## config.mk

```make
export PLATFORM = sky130hd
export DESIGN_NAME = cmp_unit_serial_flat
export DESIGN_NICKNAME = d
export VERILOG_FILES = /design/src/rtl/cmp_unit_serial_pkg.sv /design/src/rtl/cmp_unit_serial_if.sv /design/src/rtl/cmp_unit_serial_chunk.sv /design/src/rtl/cmp_unit_serial.sv /design/src/flat_wrapper.sv
export SDC_FILE = /design/constraint.sdc
export NUM_CORES = 1
export LEC_CHECK = 0
export CAP_MARGIN = 20
export CORE_MARGIN = 2
export CORE_UTILIZATION = 52
export CTS_CLUSTER_DIAMETER = 150
export DETAILED_ROUTE_END_ITERATION = 8
export PLACE_DENSITY = 0.77
export SYNTH_ARGS = -nofsm -noshare
export SYNTH_HDL_FRONTEND = slang
export SYNTH_SLANG_ARGS = --single-unit
```

## constraint.sdc

```tcl
create_clock -name clk -period 3.67 [get_ports clk]
set_clock_uncertainty 0.2 [all_clocks]
set_input_delay 0.5505 -clock clk [delete_from_list [all_inputs] [get_ports clk]]
set_output_delay 0.5505 -clock clk [all_outputs]
set_load 0.01 [all_outputs]
```

## src/rtl/cmp_unit_serial_pkg.sv

```systemverilog
`default_nettype none
// +------------------------------------------------------------------------+
// | cmp_pkg                                                                |
// | Shared funct3 codes, FSM encoding and decode helpers for the serial    |
// | RISC-V branch-condition compare unit.                                  |
// | Revision: 1.0 - initial release                                        |
// +------------------------------------------------------------------------+
package cmp_pkg;

  // funct3 encodings of the branch compares (010/011 are not compares)
  localparam logic [2:0] CMP_EQ  = 3'b000;
  localparam logic [2:0] CMP_NE  = 3'b001;
  localparam logic [2:0] CMP_LT  = 3'b100;
  localparam logic [2:0] CMP_GE  = 3'b101;
  localparam logic [2:0] CMP_LTU = 3'b110;
  localparam logic [2:0] CMP_GEU = 3'b111;

  typedef enum logic [1:0] {
    IDLE = 2'd0,
    SCAN = 2'd1,
    DONE = 2'd2
  } cmp_state_e;

  // LT/GE compare two's-complement values; everything else is unsigned
  function automatic logic is_signed_op(input logic [2:0] op);
    return (op == CMP_LT) || (op == CMP_GE);
  endfunction

  function automatic logic is_illegal_op(input logic [2:0] op);
    return op[2:1] == 2'b01;
  endfunction

  // Branch condition from the raw less-than / equal flags
  function automatic logic branch_taken(input logic [2:0] op, input logic lt, input logic eq);
    logic res;
    case (op)
      CMP_EQ:          res = eq;
      CMP_NE:          res = !eq;
      CMP_LT, CMP_LTU: res = lt;
      default:         res = !lt;
    endcase
    return res;
  endfunction

endpackage
`default_nettype wire

```

## src/rtl/cmp_unit_serial_if.sv

```systemverilog
`default_nettype none
// +------------------------------------------------------------------------+
// | cmp_unit_serial_if                                                     |
// | Request/response handshake bundle of the serial compare unit.          |
// | Revision: 1.0 - initial release                                        |
// +------------------------------------------------------------------------+
interface cmp_unit_serial_if #(
  parameter int XLEN = 32
) ();

  logic            in_valid;
  logic            in_ready;
  logic [2:0]      in_op;
  logic [XLEN-1:0] in_a;
  logic [XLEN-1:0] in_b;
  logic            out_valid;
  logic            out_ready;
  logic            out_taken;
  logic            out_lt;
  logic            out_eq;
  logic            out_illegal;
  logic            busy;

  // Requester side: issues operands, consumes results
  modport master (
    output in_valid, in_op, in_a, in_b, out_ready,
    input  in_ready, out_valid, out_taken, out_lt, out_eq, out_illegal, busy
  );

  // Compare unit side
  modport slave (
    input  in_valid, in_op, in_a, in_b, out_ready,
    output in_ready, out_valid, out_taken, out_lt, out_eq, out_illegal, busy
  );

endinterface
`default_nettype wire

```

## src/rtl/cmp_unit_serial_chunk.sv

```systemverilog
`default_nettype none
// +------------------------------------------------------------------------+
// | cmp_chunk                                                              |
// | Combinational unsigned compare of one CHUNK-bit slice.                 |
// | Revision: 1.0 - initial release                                        |
// +------------------------------------------------------------------------+
module cmp_chunk #(
  parameter int CHUNK = 8
) (
  input  wire  [CHUNK-1:0] a_chunk,
  input  wire  [CHUNK-1:0] b_chunk,
  output logic             lt,
  output logic             eq
);

  assign lt = (a_chunk < b_chunk);
  assign eq = (a_chunk == b_chunk);

endmodule
`default_nettype wire

```

## src/rtl/cmp_unit_serial.sv

```systemverilog
`default_nettype none
// +------------------------------------------------------------------------+
// | cmp_unit_serial                                                        |
// | Multi-cycle BEQ/BNE/BLT/BGE/BLTU/BGEU condition unit. Scans operands   |
// | CHUNK bits per cycle from the MSB down and stops at the first          |
// | differing slice. Signed ops are handled by flipping both MSBs.         |
// | Revision: 1.0 - initial release                                        |
// +------------------------------------------------------------------------+
module cmp_unit_serial
  import cmp_pkg::*;
#(
  parameter int XLEN  = 32,
  parameter int CHUNK = 8
) (
  input  wire              clk,
  input  wire              rst_n,
  cmp_unit_serial_if.slave bus
);

  localparam int NCHUNK = XLEN / CHUNK;
  localparam int IDXW   = (NCHUNK > 1) ? $clog2(NCHUNK) : 1;
  localparam logic [IDXW-1:0] IDX_TOP   = IDXW'(NCHUNK - 1);
  localparam logic [XLEN-1:0] SIGN_MASK = XLEN'(1) << (XLEN - 1);

  generate
    if ((CHUNK < 1) || (CHUNK > XLEN) || ((XLEN % CHUNK) != 0)) begin : g_bad_params
      $error("cmp_unit_serial: XLEN must be a positive multiple of CHUNK");
    end
  endgenerate

  cmp_state_e      state_q, state_d;
  logic [XLEN-1:0] a_q, a_d;
  logic [XLEN-1:0] b_q, b_d;
  logic [2:0]      op_q, op_d;
  logic [IDXW-1:0] idx_q, idx_d;
  logic            valid_q, valid_d;
  logic            taken_q, taken_d;
  logic            lt_q, lt_d;
  logic            eq_q, eq_d;
  logic            illegal_q, illegal_d;

  logic [CHUNK-1:0] a_chunk_sel;
  logic [CHUNK-1:0] b_chunk_sel;
  logic             chunk_lt;
  logic             chunk_eq;

  // Select the slice addressed by idx for the single shared comparator
  always_comb begin
    a_chunk_sel = '0;
    b_chunk_sel = '0;
    for (int i = 0; i < NCHUNK; i++) begin
      if (idx_q == IDXW'(i)) begin
        a_chunk_sel = a_q[i*CHUNK +: CHUNK];
        b_chunk_sel = b_q[i*CHUNK +: CHUNK];
      end
    end
  end

  cmp_chunk #(
    .CHUNK (CHUNK)
  ) u_chunk (
    .a_chunk (a_chunk_sel),
    .b_chunk (b_chunk_sel),
    .lt      (chunk_lt),
    .eq      (chunk_eq)
  );

  // Next-state and result logic; result flags change only when entering DONE
  always_comb begin
    state_d   = state_q;
    a_d       = a_q;
    b_d       = b_q;
    op_d      = op_q;
    idx_d     = idx_q;
    valid_d   = valid_q;
    taken_d   = taken_q;
    lt_d      = lt_q;
    eq_d      = eq_q;
    illegal_d = illegal_q;
    case (state_q)
      IDLE: begin
        if (bus.in_valid) begin
          op_d = bus.in_op;
          if (is_illegal_op(bus.in_op)) begin
            state_d   = DONE;
            valid_d   = 1'b1;
            illegal_d = 1'b1;
            taken_d   = 1'b0;
            lt_d      = 1'b0;
            eq_d      = 1'b0;
          end else begin
            // MSB flip turns a signed order into an unsigned one
            a_d     = bus.in_a ^ (is_signed_op(bus.in_op) ? SIGN_MASK : '0);
            b_d     = bus.in_b ^ (is_signed_op(bus.in_op) ? SIGN_MASK : '0);
            idx_d   = IDX_TOP;
            state_d = SCAN;
          end
        end
      end
      SCAN: begin
        // A differing slice decides the order; all-equal down to slice 0 means a == b
        if (!chunk_eq || (idx_q == '0)) begin
          state_d   = DONE;
          valid_d   = 1'b1;
          illegal_d = 1'b0;
          lt_d      = chunk_lt;
          eq_d      = chunk_eq;
          taken_d   = branch_taken(op_q, chunk_lt, chunk_eq);
        end else begin
          idx_d = idx_q - 1'b1;
        end
      end
      DONE: begin
        if (bus.out_ready) begin
          state_d = IDLE;
          valid_d = 1'b0;
        end
      end
      default: begin
        state_d = IDLE;
        valid_d = 1'b0;
      end
    endcase
  end

  // State and datapath registers; reset drops any operation in flight
  always_ff @(posedge clk or negedge rst_n) begin
    if (!rst_n) begin
      state_q   <= IDLE;
      a_q       <= '0;
      b_q       <= '0;
      op_q      <= '0;
      idx_q     <= '0;
      valid_q   <= 1'b0;
      taken_q   <= 1'b0;
      lt_q      <= 1'b0;
      eq_q      <= 1'b0;
      illegal_q <= 1'b0;
    end else begin
      state_q   <= state_d;
      a_q       <= a_d;
      b_q       <= b_d;
      op_q      <= op_d;
      idx_q     <= idx_d;
      valid_q   <= valid_d;
      taken_q   <= taken_d;
      lt_q      <= lt_d;
      eq_q      <= eq_d;
      illegal_q <= illegal_d;
    end
  end

  assign bus.in_ready    = (state_q == IDLE);
  assign bus.busy        = (state_q != IDLE);
  assign bus.out_valid   = valid_q;
  assign bus.out_taken   = taken_q;
  assign bus.out_lt      = lt_q;
  assign bus.out_eq      = eq_q;
  assign bus.out_illegal = illegal_q;

endmodule
`default_nettype wire

```

## src/flat_wrapper.sv

```systemverilog
// flat-port wrapper written by rule: the top's interface ports become plain ports
module cmp_unit_serial_flat import cmp_pkg::*;
#(
  parameter int XLEN  = 32,
  parameter int CHUNK = 8
)
  (clk, rst_n, bus_in_valid, bus_in_op, bus_in_a, bus_in_b, bus_out_ready, bus_in_ready, bus_out_valid, bus_out_taken, bus_out_lt, bus_out_eq, bus_out_illegal, bus_busy);
  cmp_unit_serial_if #(.XLEN(XLEN)) bus_i ();
  input  wire clk;
  input  wire rst_n;
  input wire logic [$bits(bus_i.in_valid)-1:0] bus_in_valid;
  input wire logic [$bits(bus_i.in_op)-1:0] bus_in_op;
  input wire logic [$bits(bus_i.in_a)-1:0] bus_in_a;
  input wire logic [$bits(bus_i.in_b)-1:0] bus_in_b;
  input wire logic [$bits(bus_i.out_ready)-1:0] bus_out_ready;
  output wire logic [$bits(bus_i.in_ready)-1:0] bus_in_ready;
  output wire logic [$bits(bus_i.out_valid)-1:0] bus_out_valid;
  output wire logic [$bits(bus_i.out_taken)-1:0] bus_out_taken;
  output wire logic [$bits(bus_i.out_lt)-1:0] bus_out_lt;
  output wire logic [$bits(bus_i.out_eq)-1:0] bus_out_eq;
  output wire logic [$bits(bus_i.out_illegal)-1:0] bus_out_illegal;
  output wire logic [$bits(bus_i.busy)-1:0] bus_busy;
  assign bus_i.in_valid = bus_in_valid;
  assign bus_i.in_op = bus_in_op;
  assign bus_i.in_a = bus_in_a;
  assign bus_i.in_b = bus_in_b;
  assign bus_i.out_ready = bus_out_ready;
  assign bus_in_ready = bus_i.in_ready;
  assign bus_out_valid = bus_i.out_valid;
  assign bus_out_taken = bus_i.out_taken;
  assign bus_out_lt = bus_i.out_lt;
  assign bus_out_eq = bus_i.out_eq;
  assign bus_out_illegal = bus_i.out_illegal;
  assign bus_busy = bus_i.busy;
  cmp_unit_serial #(.XLEN(XLEN), .CHUNK(CHUNK)) u_core (.clk(clk), .rst_n(rst_n), .bus(bus_i));
endmodule
```

* Yosys cells after proc, flatten, opt, wreduce, memory -nomap -nowiden
Cells that the tools add are included.
** Cells by class
- $add $sub $neg :: 1
- Multiplexer cells :: 34
- Shifts and indexed selects :: 0
- $lt $le $gt $ge :: 1
- Reduce and logical (&&, ||, !) cells :: 16
- Eq/ne operators :: 18
- Bitwise logic cells :: 3
- $mul :: 0
- Div/mod/pow operators :: 0
** Operators by type and width (number)
- 8-bit 2-to-1 mux :: 8
- 32-bit XOR :: 2
- 32-bit 2-to-1 mux :: 1
- 2-bit 2-to-1 mux :: 7
- 3-bit equality test (second input constant) :: 4
- 4-bit AND reduction :: 3
- 1-bit 2-to-1 mux :: 10
- 8-bit equality test :: 1
- 8-bit less-than comparator :: 1
- 2-bit != test (second input constant) :: 4
- 1-bit one-hot mux with 2 select lines :: 4
- 2-bit by 1-bit equality test with 1-bit output (second input constant) :: 3
- 2-bit equality test (second input constant) :: 3
- 1-bit one-hot mux with 3 select lines :: 2
- 2-bit one-hot mux with 3 select lines :: 1
- 3-bit AND reduction :: 2
- 2-bit logical NOT :: 2
- 2-bit by 1-bit != test with 1-bit output (second input constant) :: 2
- 2-bit one-hot mux with 2 select lines :: 1
- 2-bit nonzero test :: 2
- 3-bit by 1-bit equality test with 1-bit output (second input constant) :: 1
- 3-bit logical NOT :: 1
- 1-bit logical NOT :: 2
- 1-bit logical OR :: 2
- other kinds (4) :: 4
** Storage, ports and cells
- Memory bits (writable) :: 0
- Bits in registers :: 76
- Bits in read-only memories :: 0
- Bits of input ports :: 71
- Output and inout bits :: 7
- Bits in latches :: 0
- Memories :: 0

* Longest topological paths before layout
- Depth after elaboration :: 10
- Gate-level depth with buffers :: 15
- Depth with buffers taken out :: 13

* Modules after synthesis
Synthesis repeated with hierarchy kept, for this count alone.
** Second synthesis, totals
- Cells, all modules :: 323
- Area total of the unflattened synthesis :: 4090.2 sq um
** By module, submodules not included
- cmp_unit_serial :: sequential area each 1901.8 sq um, area each 3876.2 sq um, times used 1, cells each 296
- cmp_chunk :: sequential area each 0.0 sq um, area each 214.0 sq um, times used 1, cells each 27

* Worst setup path before layout
Ideal clock, no wire load.
- Path type :: flip-flop to flip-flop
- Start :: register u_core.idx_q[1]
- End :: register u_core.taken_q (netlist: u_core.bus.out_taken)
- Path buffers :: 2
- Arrival :: 2.879 ns
- Data required time :: 3.384 ns
- Setup slack :: 0.506 ns
- Stages on the path, launching flop included :: 16
- Cell sequence :: dfrtp_1 -> inv_1 -> ha_1 -> buf_2 -> nor2b_1 -> buf_2 -> a22oi_1 -> nor2_1 -> a21oi_1 -> o21ai_0 -> ha_1 -> a21oi_2 -> o21ai_1 -> or4_1 -> and4_1 -> o221ai_2
** Between the ends
- Word-level cells in the longest chain between the ends :: 10
- Elaborated cells on any way between the ends :: 22
- Those cells by class :: order compare: 1; eq/ne: 5; mux: 11; reduce/logical: 5
** RTL lines
- start: declaration :: RTL line cmp_unit_serial.sv:35 : logic [IDXW-1:0] idx_q, idx_d;
- start signal: assignment :: RTL line cmp_unit_serial.sv:144 : idx_q <= idx_d;
- 2-bit logical NOT :: RTL line cmp_unit_serial.sv:52, cmp_unit_serial.sv:102
- 8-bit 2-to-1 mux (4 in series) :: RTL line cmp_unit_serial.sv:52 : if (idx_q == IDXW'(i)) begin
- 8-bit less-than comparator / 8-bit equality test (equally long branches) :: RTL line cmp_unit_serial_chunk.sv:16, cmp_unit_serial_chunk.sv:17
- 1-bit logical NOT, on equally long branches :: RTL line cmp_unit_serial_pkg.sv:40, cmp_unit_serial_pkg.sv:38, cmp_unit_serial.sv:102
- 1-bit one-hot mux with 3 select lines / 1-bit logical OR (equally long branches) :: RTL line cmp_unit_serial_pkg.sv:36, cmp_unit_serial.sv:102
- 1-bit 2-to-1 mux / 2-bit by 1-bit != test with 1-bit output (equally long branches)
- 1-bit one-hot mux with 2 select lines / 4-bit AND reduction (equally long branches)
- end signal: assignment :: RTL line cmp_unit_serial.sv:146 : taken_q <= taken_d;
- end: declaration :: RTL line cmp_unit_serial.sv:37 : logic taken_q, taken_d;
Several ways; a longest one is shown, not always the timed one. The select of a mux whose other input is x is not followed.
A chain may end at the register's enable or synchronous reset.

* Worst setup path after layout
- Start :: register u_core.idx_q[0]
- End :: register u_core.taken_q (netlist: u_core.bus.out_taken)
The elaborated chain is that of the path after synthesis.

==> impl_results.md <==
- Max_slew headroom: 0.3705
- Largest net degree at the start of global routing: 77
- Seq pwr share: 0.414
- Clk pwr share: 0.176
- IO Count: 78
- Tmin final: 3366 ps
- H-tree depth: 3
- Final Setup Violations: 0
- Root Buffer: clkbuf_8
- WS Path Type: register to register
- Initial antenna violation count: 0
- Fin. max-slew vios: 0
- Grt total ovfl: 0
- Layout Nets: 475
- DRT Pass-1 Iters: 4
- Net Sw Frac: 0.3167
- Critical Path Sink Type: register
- Avg WL per Cell: 16.51 um
- Fraction of layout cells with a size suffix above 1: 0.2551
- ANT cells: 0
- TritonCTS clock tree: built
- Tcrit/Tclk final: 0.9171
- FF-to-FF path depth: 13
- Crit. Startpoint: u_core.idx_q[0]
- Max VDD drop: 0.3384 mV
- Pint: 2557 uW
- Initial Utilization: 0.5431
- Synth Instances: 313
- ANT nets after route: 0
- Final RePlAce weighted congestion: 0.8820
- Sw Pwr: 1185 uW
- Die Y: 91.50 um
- Rows: 31
- Most frequent cells in the layout: clkdlybuf4s50_1 (76), dfrtp_1 (76), mux2_4 (60), a21oi_1 (19)
- Post-synth EDFFs: 0
- RSZ-0062 raised after global routing: no
- Post-synth cell types: 43
- Actual slew at the worst max-slew pin: 944.2 ps
- Reg2reg end: u_core.bus.out_taken
- Syn Area/Cell: 12.72 um2
- Post-CTS Resized: 0
- Die X: 91.50 um
- Worst skew pair latency: 340 ps
- Via Count: 2737
- Fmax: 0.2971 GHz
- Vias in the first global route: 2775
- Worst setup SP type: register
- Remaining DRCs: 0
- Final hold viol count: 0
- Fraction of registers with async set/reset: 1.000
- Seq/Total Area, Yosys: 0.4777
- Layout area overhead: 26.43%
- Post-CTS Setup Repair Bufs: 0
- Power Density: 743.6 nW/um2
- # port buffers: 77
- Gate power share: 0.410
- Clock Tree Buf Depth: 2
- Status: finished, final reports clean
- Netlist Area Pre-Place: 3981 um2
- Max FO, Critical Path: 15
- TritonCTS buffer count: 9
- WL final: 8172 um
- Gr usage total: 0.2074
- Clk sink count: 76
- Reg2Reg Setup Slack: 300 ps
- Vias per inst: 5.529
- Worst EP arrival: 3430 ps
- Syn nets: 396
- First-pass GRT wire length: 13740 um
- Overall Power: 3743 uW
- Seq cells post-synth: 76
- Detail Placement HPWL: 5954 um
- Worst r2r src: u_core.idx_q[0]
- Setup TNS: 0 ps
- Initial drt markers: 96
- Ys Warns: 0
- Core area: 7331 um2
- Most used DFF post-synth: dfrtp_1
- Data required, critical path: 3730 ps
- Total Die Area: 8372 um2
- Hold-fix buffers, CTS: 0
- Max Cap Viol: 0
- Leakage: 0.002300 uW
- Worst-path clk slew: 80 ps
- Hold WC Path Type: input pin to async pin
[kinds of logic after synthesis]
logic type / synth area share
flops: 0.4777
simple gates: 0.09239
compound gates: 0.1135
mux: 0.2432
buf+inv: 0.03552
fa+ha+maj: 0.03771
[registers in the layout, summed over array words and instances, names as in the netlist, 2 cells and up]
name            cells
u_core.state_q      2
u_core.a_q         32
u_core.op_q         3
u_core.idx_q        2
u_core.b_q         32
[cell usage after synthesis (3+ instances only)]
master	count	area, um2
dfrtp_1	76	1902
mux2_4	60	900.9
a21oi_1	19	95.09
nand2_1	18	67.56
nor2_1	18	67.56
ha_1	12	150.1
o21ai_0	12	60.06
nor3_1	9	45.04
a22oi_1	8	60.06
nor2b_1	8	50.05
a221oi_1	7	61.31
buf_6	7	78.83
clkbuf_1	7	26.28
inv_1	7	26.28
mux2_2	6	67.56
a21o_1	3	22.52
nand2b_1	3	18.77
o2bb2ai_1	3	26.28
[worst max path at each step]
stage	end	slack [ps]
finish	u_core.bus.out_taken	300
global route	u_core.bus.out_taken	100
CTS	u_core.bus.out_taken	320
detailed placement	u_core.bus.out_taken	350
global placement	u_core.bus.out_taken	430
floorplan	u_core.bus.out_taken	510
[power by group through the flow]
stage          Clock (uW)  Sequential, uW  Combinational, uW
2_1_floorplan           0            1450               1210
3_3_place_gp            0            1550               1490
3_5_place_dp            0            1560               1530
4_1_cts               671            1540               1540
5_1_grt               706            1590               1680
6_report              660            1550               1530
[metrics by stage]
step / hold WS, ps / setup WS (ps) / util / instances / instance area [um2]
after floorplan: 54.91 / 505.6 / - / 313 / 3981
after global placement: 285.1 / 429.8 / 0.6590 / 480 / 4831
after detailed placement: 285.6 / 351.7 / 0.6590 / 480 / 4831
after CTS: 185.3 / 319.6 / 0.6866 / 495 / 5034
after global routing: 224.6 / 102.9 / 0.6866 / 495 / 5034
final: 120.3 / 304.1 / 0.6866 / 495 / 5034
[cell type report]
| class | instances | area, um2 |
|---|---|---|
| multi-input combinational | 214 | 1946 |
| timing repair buffer | 84 | 833.3 |
| clock buffer | 14 | 172.7 |
| inverter | 7 | 26.28 |
| clock inverter | 1 | 30.03 |
| tap | 99 | 123.9 |
| sequential | 76 | 1902 |
| fill | 533 | 2297 |
[critical path: stages, from the launching register on]
cell and delay [ps]:
dfrtp_1 380, inv_1 90, ha_1 250, nor2b_1 150
buf_4 180, a221oi_1 240, nor3_1 70, a21oi_1 250
ha_1 320, a21oi_2 200, o21ai_1 90, or4_1 470
and4_1 220, o221ai_2 160
[routing by layer]
| metal | up-vias | track usage | routed length [um] |
|---|---|---|---|
| met2 | 71 | 0.3192 | 3780 |
| met3 | 7 | 0.04481 | 347 |
| met4 | 0 | 0.05303 | 82 |
| met1 | 1366 | 0.2981 | 3961 |
| li1 | 1293 | - | - |
| met5 | - | 0 | 0 |
No activity file was read; power rests on OpenSTA's default activity.
